**src/rtl/cpu_pkg.sv**
```systemverilog
`default_nettype none
// ============================================================================
//  cpu_pkg
//  Shared widths and the writeback source enumeration for the CPU core.
//  Revision: 1.0
// ============================================================================
package cpu_pkg;

    localparam int XLEN       = 32;
    localparam int REG_ADDR_W = 5;
    localparam int NREGS      = 32;

    typedef enum logic {
        WB_ALU = 1'b0,
        WB_LSU = 1'b1
    } wb_src_t;

endpackage
`default_nettype wire

```
**src/rtl/wb_scheduler_if.sv**
```systemverilog
`default_nettype none
// ============================================================================
//  wb_scheduler_if
//  Issue, writeback and register-file port bundle for wb_scheduler.
//  Revision: 1.0
// ============================================================================
interface wb_scheduler_if #(
    parameter int XLEN  = 32,
    parameter int NREGS = 32
);
    localparam int AW = $clog2(NREGS);

    logic             issue_valid;
    logic [AW-1:0]    issue_rd;
    logic [AW-1:0]    issue_rs1;
    logic [AW-1:0]    issue_rs2;
    logic             issue_ready;

    logic             alu_wb_valid;
    logic [AW-1:0]    alu_wb_rd;
    logic [XLEN-1:0]  alu_wb_data;
    logic             alu_wb_ready;

    logic             lsu_wb_valid;
    logic [AW-1:0]    lsu_wb_rd;
    logic [XLEN-1:0]  lsu_wb_data;
    logic             lsu_wb_ready;

    logic             rf_write_enable;
    logic [AW-1:0]    rf_write_reg;
    logic [XLEN-1:0]  rf_write_data;

    logic [NREGS-1:0] busy_vec;
    logic             wb_err;

    modport master (
        output issue_valid, issue_rd, issue_rs1, issue_rs2,
        output alu_wb_valid, alu_wb_rd, alu_wb_data,
        output lsu_wb_valid, lsu_wb_rd, lsu_wb_data,
        input  issue_ready, alu_wb_ready, lsu_wb_ready,
        input  rf_write_enable, rf_write_reg, rf_write_data,
        input  busy_vec, wb_err
    );

    modport slave (
        input  issue_valid, issue_rd, issue_rs1, issue_rs2,
        input  alu_wb_valid, alu_wb_rd, alu_wb_data,
        input  lsu_wb_valid, lsu_wb_rd, lsu_wb_data,
        output issue_ready, alu_wb_ready, lsu_wb_ready,
        output rf_write_enable, rf_write_reg, rf_write_data,
        output busy_vec, wb_err
    );

endinterface
`default_nettype wire

```
**src/rtl/wb_scheduler_rr_arb2.sv**
```systemverilog
`default_nettype none
// ============================================================================
//  rr_arb2
//  Two-way round-robin arbiter; the pointer only moves on contested cycles.
//  Revision: 1.0
// ============================================================================
module rr_arb2
    import cpu_pkg::*;
(
    input  wire logic       clk,
    input  wire logic       rst,
    input  wire logic [1:0] i_req,
    output logic      [1:0] o_grant
);

    // Winner of the most recent contested cycle; resetting to LSU favours ALU next.
    wb_src_t r_last;
    logic    w_contested;

    assign w_contested = &i_req;

    always_comb begin
        o_grant = i_req;
        if (w_contested) begin
            o_grant = (r_last == WB_LSU) ? 2'b01 : 2'b10;
        end
    end

    always_ff @(posedge clk or posedge rst) begin
        if (rst) begin
            r_last <= WB_LSU;
        end else if (w_contested) begin
            r_last <= o_grant[1] ? WB_LSU : WB_ALU;
        end
    end

endmodule
`default_nettype wire

```
**src/rtl/wb_scheduler.sv**
```systemverilog
`default_nettype none
// ============================================================================
//  wb_scheduler
//  Register scoreboard, issue stall and ALU/LSU writeback arbitration.
//  Optional macro WB_SCHED_BYPASS_EN: same-cycle writeback un-stalls issue.
//  Revision: 1.0
// ============================================================================
module wb_scheduler
    import cpu_pkg::*;
#(
    parameter int XLEN  = cpu_pkg::XLEN,
    parameter int NREGS = cpu_pkg::NREGS
) (
    input  wire logic     clk,
    input  wire logic     rst,
    wb_scheduler_if.slave bus
);

    localparam int AW = $clog2(NREGS);
    localparam logic [NREGS-1:0] c_ONE     = {{(NREGS-1){1'b0}}, 1'b1};
    localparam logic [NREGS-1:0] c_X0_MASK = ~c_ONE;

    logic [NREGS-1:0] r_busy;
    logic             r_err;

    logic [1:0]       w_grant;
    wb_src_t          w_src;
    logic             w_wb_fire;
    logic [AW-1:0]    w_wb_rd;
    logic [XLEN-1:0]  w_wb_data;
    logic             w_we;
    logic [NREGS-1:0] w_clr_vec;
    logic [NREGS-1:0] w_set_vec;
    logic [NREGS-1:0] w_eff_busy;
    logic             w_issue_ready;
    logic             w_issue_fire;

    rr_arb2 u_arb (
        .clk     (clk),
        .rst     (rst),
        .i_req   ({bus.lsu_wb_valid, bus.alu_wb_valid}),
        .o_grant (w_grant)
    );

    assign w_src     = w_grant[1] ? WB_LSU : WB_ALU;
    assign w_wb_fire = |w_grant;
    assign w_wb_rd   = (w_src == WB_LSU) ? bus.lsu_wb_rd   : bus.alu_wb_rd;
    assign w_wb_data = (w_src == WB_LSU) ? bus.lsu_wb_data : bus.alu_wb_data;
    assign w_we      = w_wb_fire && (w_wb_rd != '0);
    assign w_clr_vec = w_we ? (c_ONE << w_wb_rd) : '0;

`ifdef WB_SCHED_BYPASS_EN
    assign w_eff_busy = r_busy & ~w_clr_vec;
`else
    assign w_eff_busy = r_busy;
`endif

    assign w_issue_ready = !w_eff_busy[bus.issue_rs1] &&
                           !w_eff_busy[bus.issue_rs2] &&
                           !w_eff_busy[bus.issue_rd];
    assign w_issue_fire  = bus.issue_valid && w_issue_ready;
    assign w_set_vec     = (w_issue_fire && (bus.issue_rd != '0)) ? (c_ONE << bus.issue_rd) : '0;

    // Set is applied after clear so a same-cycle issue to the written register wins.
    always_ff @(posedge clk or posedge rst) begin
        if (rst) begin
            r_busy <= '0;
            r_err  <= 1'b0;
        end else begin
            r_busy <= ((r_busy & ~w_clr_vec) | w_set_vec) & c_X0_MASK;
            if (w_we && !r_busy[w_wb_rd]) begin
                r_err <= 1'b1;
            end
        end
    end

    assign bus.issue_ready     = w_issue_ready;
    assign bus.alu_wb_ready    = w_grant[0];
    assign bus.lsu_wb_ready    = w_grant[1];
    assign bus.rf_write_enable = w_we;
    assign bus.rf_write_reg    = w_wb_rd;
    assign bus.rf_write_data   = w_wb_data;
    assign bus.busy_vec        = r_busy;
    assign bus.wb_err          = r_err;

endmodule
`default_nettype wire

```
**src/flat_wrapper.sv**
```systemverilog
// flat-port wrapper written by rule: the top's interface ports become plain ports
module wb_scheduler_flat import cpu_pkg::*;
#(
    parameter int XLEN  = cpu_pkg::XLEN,
    parameter int NREGS = cpu_pkg::NREGS
)
  (clk, rst, bus_issue_valid, bus_issue_rd, bus_issue_rs1, bus_issue_rs2, bus_alu_wb_valid, bus_alu_wb_rd, bus_alu_wb_data, bus_lsu_wb_valid, bus_lsu_wb_rd, bus_lsu_wb_data, bus_issue_ready, bus_alu_wb_ready, bus_lsu_wb_ready, bus_rf_write_enable, bus_rf_write_reg, bus_rf_write_data, bus_busy_vec, bus_wb_err);
  wb_scheduler_if #(.XLEN(XLEN), .NREGS(NREGS)) bus_i ();
  input  wire logic clk;
  input  wire logic rst;
  input wire logic [$bits(bus_i.issue_valid)-1:0] bus_issue_valid;
  input wire logic [$bits(bus_i.issue_rd)-1:0] bus_issue_rd;
  input wire logic [$bits(bus_i.issue_rs1)-1:0] bus_issue_rs1;
  input wire logic [$bits(bus_i.issue_rs2)-1:0] bus_issue_rs2;
  input wire logic [$bits(bus_i.alu_wb_valid)-1:0] bus_alu_wb_valid;
  input wire logic [$bits(bus_i.alu_wb_rd)-1:0] bus_alu_wb_rd;
  input wire logic [$bits(bus_i.alu_wb_data)-1:0] bus_alu_wb_data;
  input wire logic [$bits(bus_i.lsu_wb_valid)-1:0] bus_lsu_wb_valid;
  input wire logic [$bits(bus_i.lsu_wb_rd)-1:0] bus_lsu_wb_rd;
  input wire logic [$bits(bus_i.lsu_wb_data)-1:0] bus_lsu_wb_data;
  output wire logic [$bits(bus_i.issue_ready)-1:0] bus_issue_ready;
  output wire logic [$bits(bus_i.alu_wb_ready)-1:0] bus_alu_wb_ready;
  output wire logic [$bits(bus_i.lsu_wb_ready)-1:0] bus_lsu_wb_ready;
  output wire logic [$bits(bus_i.rf_write_enable)-1:0] bus_rf_write_enable;
  output wire logic [$bits(bus_i.rf_write_reg)-1:0] bus_rf_write_reg;
  output wire logic [$bits(bus_i.rf_write_data)-1:0] bus_rf_write_data;
  output wire logic [$bits(bus_i.busy_vec)-1:0] bus_busy_vec;
  output wire logic [$bits(bus_i.wb_err)-1:0] bus_wb_err;
  assign bus_i.issue_valid = bus_issue_valid;
  assign bus_i.issue_rd = bus_issue_rd;
  assign bus_i.issue_rs1 = bus_issue_rs1;
  assign bus_i.issue_rs2 = bus_issue_rs2;
  assign bus_i.alu_wb_valid = bus_alu_wb_valid;
  assign bus_i.alu_wb_rd = bus_alu_wb_rd;
  assign bus_i.alu_wb_data = bus_alu_wb_data;
  assign bus_i.lsu_wb_valid = bus_lsu_wb_valid;
  assign bus_i.lsu_wb_rd = bus_lsu_wb_rd;
  assign bus_i.lsu_wb_data = bus_lsu_wb_data;
  assign bus_issue_ready = bus_i.issue_ready;
  assign bus_alu_wb_ready = bus_i.alu_wb_ready;
  assign bus_lsu_wb_ready = bus_i.lsu_wb_ready;
  assign bus_rf_write_enable = bus_i.rf_write_enable;
  assign bus_rf_write_reg = bus_i.rf_write_reg;
  assign bus_rf_write_data = bus_i.rf_write_data;
  assign bus_busy_vec = bus_i.busy_vec;
  assign bus_wb_err = bus_i.wb_err;
  wb_scheduler #(.XLEN(XLEN), .NREGS(NREGS)) u_core (.clk(clk), .rst(rst), .bus(bus_i));
endmodule
```
**config.mk**
```make
export PLATFORM = sky130hd
export DESIGN_NAME = wb_scheduler_flat
export DESIGN_NICKNAME = d
export VERILOG_FILES = /design/src/rtl/cpu_pkg.sv /design/src/rtl/wb_scheduler_if.sv /design/src/rtl/wb_scheduler_rr_arb2.sv /design/src/rtl/wb_scheduler.sv /design/src/flat_wrapper.sv
export SDC_FILE = /design/constraint.sdc
export NUM_CORES = 1
export LEC_CHECK = 0
export CORE_AREA = 3 3 90 92
export CTS_CLUSTER_SIZE = 16
export DETAILED_ROUTE_END_ITERATION = 6
export DIE_AREA = 0 0 93 95
export GPL_ROUTABILITY_DRIVEN = 0
export PLACE_DENSITY = 0.95
export RECOVER_POWER = 100
export SETUP_SLACK_MARGIN = 0.15
export SLEW_MARGIN = 20
export SYNTH_ARGS = -nofsm -noshare
export SYNTH_HDL_FRONTEND = slang
export SYNTH_HIERARCHICAL = 1
export SYNTH_SLANG_ARGS = --single-unit
```
**constraint.sdc**
```tcl
create_clock -name clk -period 3.7 [get_ports clk]
set_input_delay 0.555 -clock clk [delete_from_list [all_inputs] [get_ports clk]]
set_output_delay 0.555 -clock clk [all_outputs]
set_load 0.01 [all_outputs]
```
==> results.tsv <==
metric	value	unit
crit path max fanout	6	
total power	2.28	mW
vias in the first global route	4099	
Hold Buf Count CTS	0	
Setup crit start kind	input port	
syn nets	436	
synthesized cell area	3210	sq um
Worst EP required	3.14	ns
ant diodes	0	
switching pwr	0.985	mW
Hold Vio Cnt, Final	0	
DRT Wirelength	13700	um
Buf/Inv on CP	3	
clk root buf	clkbuf_8	
post-synthesis sequential area ratio	0.258	
simple-gate area share of the yosys netlist	0.170	
hold path depth	1	
slowest CP cell	dlygate4sd3_1	
setup violators final	0	
fin crit share	0.944	
clk sink count	33	
initial antenna violation count	0	
fin area	5090	sq um
Routed wire per std cell	22.3	um
grt total ovfl	0	
Synth Area in Compound Gates	0.228	
Crit path depth	9	
Reg area	827	sq um
Clock Latency Late Sink	0.29	ns
Setup TNS	0	ns
crit path kind	input port to primary output	
Fillers	577	
drt initial violations	620	
Pwr Density	448	nW/um^2
most common cell in the synthesized netlist	mux2_2	
crit end category	primary output	
WP data arrival	2.94	ns
largest net degree at the start of global routing	36	
port bufs	166	
synth warn	6	
layout cell share with drive strength beyond 1	0.174	
antenna viol nets, final	0	
core region area	7290	sq um
Clock Power Share	0.114	
# placed instances	607	
H-tree levels	2	
drc violations	0	
GR Util All Layers	0.305	
die area	8840	sq um
first-pass GRT wire length	20700	um
Comb pwr share	0.554	
VDD IR max	0.000220	V
synth-to-layout area growth	58.7	%
worst hold path class	flip-flop to flip-flop	
max_slew headroom	-0.176	
# IOs	168	
multi-input logic area	2210	sq um
Final HPWL DP	10800	um
post-synthesis register bit count	33	
synth top area cells	dfrtp_1 25%, mux2_2 14%, mux4_2 11%	
slowest cell delay on critical path	0.66	ns
area leader, netlist	dfrtp_1	
dominant synthesized flop cell	dfrtp_1	
Sw Share	0.432	
status	complete, but fails checks	
clock slew at reported path FFs	0.06	ns
clock buffer depth	2	
Synth Area in Adders	0	
worst slew pin tran	1.76	ns
mux cell area share after synthesis	0.297	
Synth Area in XOR/XNOR	0.00273	
Final Util	0.698	
cell family with most CP delay	buffers and inverters	
total of max-cap violations	1	
number of synthesized flops with an enable pin	0	
Initial Util	0.440	
Synth top area share	0.250	
CP cell instances	dlygate4sd3_1 > buf_4 > mux4_2 > nor2b_1 > nor4b_1 > nor4_4 > nand2_1 > a21oi_1 > dlygate4sd2_1	
largest family of logic cells by synthesized area	multiplexers	
failing checks	capacitance limit, slew limit	
die outline width	93	um
Commonest cells post-synth	40 x mux2_2, 37 x nand2_1, 34 x o21ai_0, 32 x dfrtp_1, 27 x o31ai_1	
Max Clock Skew	0.0124	ns
Reg power frac	0.332	
DRT Pass-1 Iters	6	
die height	95	um
CTS tree	built	
post-placement cell area	5070	sq um
unrepaired setup endpoints after global routing	no	
Avg Cell Area, Syn	9.38	sq um
Internal	1.30	mW
fin crit period	3.49	ns
nets@finish	609	
Num CTS Buffers	5	
async set-or-reset flop fraction in the synthesized netlist	1.00	
Yosys cell types	51	
leak pwr	2.03	nW
Gate Count Post-Synth	342	
Setup Buffers After CTS	0	
final non-filler cell total	615	
final max-slew violation count	33	
total number of vias	3920	
# rows	31	
DR vias/cell	6.37	
Peak Freq	286	MHz
Worst Reg-to-Reg Cells	9	
cts repair resizes	7	
[cell usage in the layout (no fill, tap or decap), types with 4 or more instances in the layout]
| cell type | Yosys | layout |
|---|---|---|
| dlygate4sd3_1 | 0 | 70 |
| clkbuf_1 | 7 | 5 |
| mux2i_1 | 15 | 15 |
| mux2_2 | 40 | 40 |
| buf_4 | 2 | 18 |
| inv_1 | 9 | 9 |
| clkbuf_8 | 0 | 5 |
| nor3_1 | 4 | 4 |
| nand2b_1 | 9 | 9 |
| o41ai_1 | 1 | 5 |
| o21ai_0 | 34 | 34 |
| dfrtp_1 | 32 | 32 |
| clkdlybuf4s50_1 | 0 | 90 |
| nor2_1 | 8 | 8 |
| dlygate4sd2_1 | 0 | 6 |
| nand3_1 | 12 | 13 |
| a2111oi_0 | 5 | 5 |
| o31ai_1 | 27 | 27 |
| nand2_1 | 37 | 38 |
| a21oi_1 | 7 | 7 |
| mux4_2 | 15 | 15 |
| nor2b_1 | 17 | 17 |
[cell families (layout without fill, tap and decap cells)]
| group | after synthesis | count (layout) |
|---|---|---|
| AO/OA/AOI/OAI | 104 | 104 |
| XOR/XNOR | 1 | 1 |
| buffers and inverters | 32 | 206 |
| flip-flops | 33 | 33 |
| multiplexers | 71 | 71 |
| other | 1 | 1 |
| AND/OR/NAND/NOR | 100 | 100 |
[stage by stage]
step                      setup slack, ns  hold slack [ns]
after floorplan                     0.666            0.445
after global placement             0.0504            0.503
after detailed placement          -0.0379            0.508
after CTS                           0.350            0.517
after global routing               0.0904            0.532
final                               0.209            0.520
[power groups by stage]
stage | combinational [mW] | sequential [mW] | clock, mW
6_report | 1.26 | 0.757 | 0.260
5_1_grt | 1.34 | 0.759 | 0.275
4_1_cts | 1.33 | 0.745 | 0.263
3_5_place_dp | 1.33 | 0.751 | 0
3_3_place_gp | 1.29 | 0.743 | 0
2_1_floorplan | 0.644 | 0.671 | 0
[sequential cells by signal, summed over array words and instances (netlist names)]
register / flops
u_core/u_arb/r_last: 1
u_core/bus.wb_err: 1
u_core/bus.busy_vec: 31
[layout make-up]
type / count / area share
Timing Repair Buffer: 188 / 0.355
Clock inverter: 2 / 0.00197
Sequential cell: 33 / 0.163
Multi-Input combinational cell: 277 / 0.435
Tap cell: 99 / 0.0243
Clock buffer: 6 / 0.0143
Inverter: 10 / 0.00738
[worst paths after layout]
| check | endpoint | slack, ns | from |
|---|---|---|---|
| setup reg to reg | u_core/bus.wb_err | 0.89 | u_core/u_arb/r_last |
| setup / recovery | bus_issue_ready | 0.21 | bus_issue_rs1[3] |
| max in group asynchronous | u_core/bus.busy_vec[20] | 1.33 | rst |
| hold / removal | u_core/u_arb/r_last | 0.52 | u_core/u_arb/r_last |
| hold reg to reg | u_core/u_arb/r_last | 0.52 | u_core/u_arb/r_last |
| min in group asynchronous | u_core/u_arb/r_last | 0.74 | rst |
[routing by layer]
layer	vias to the layer above	GRT usage	wire length [um]
met5	-	0	0
met1	1777	0.320	4350
li1	1672	-	-
met4	0	0.173	855
met3	88	0.0685	1670
met2	383	0.560	6820
Note: power is estimated with default switching activity, not from simulation.
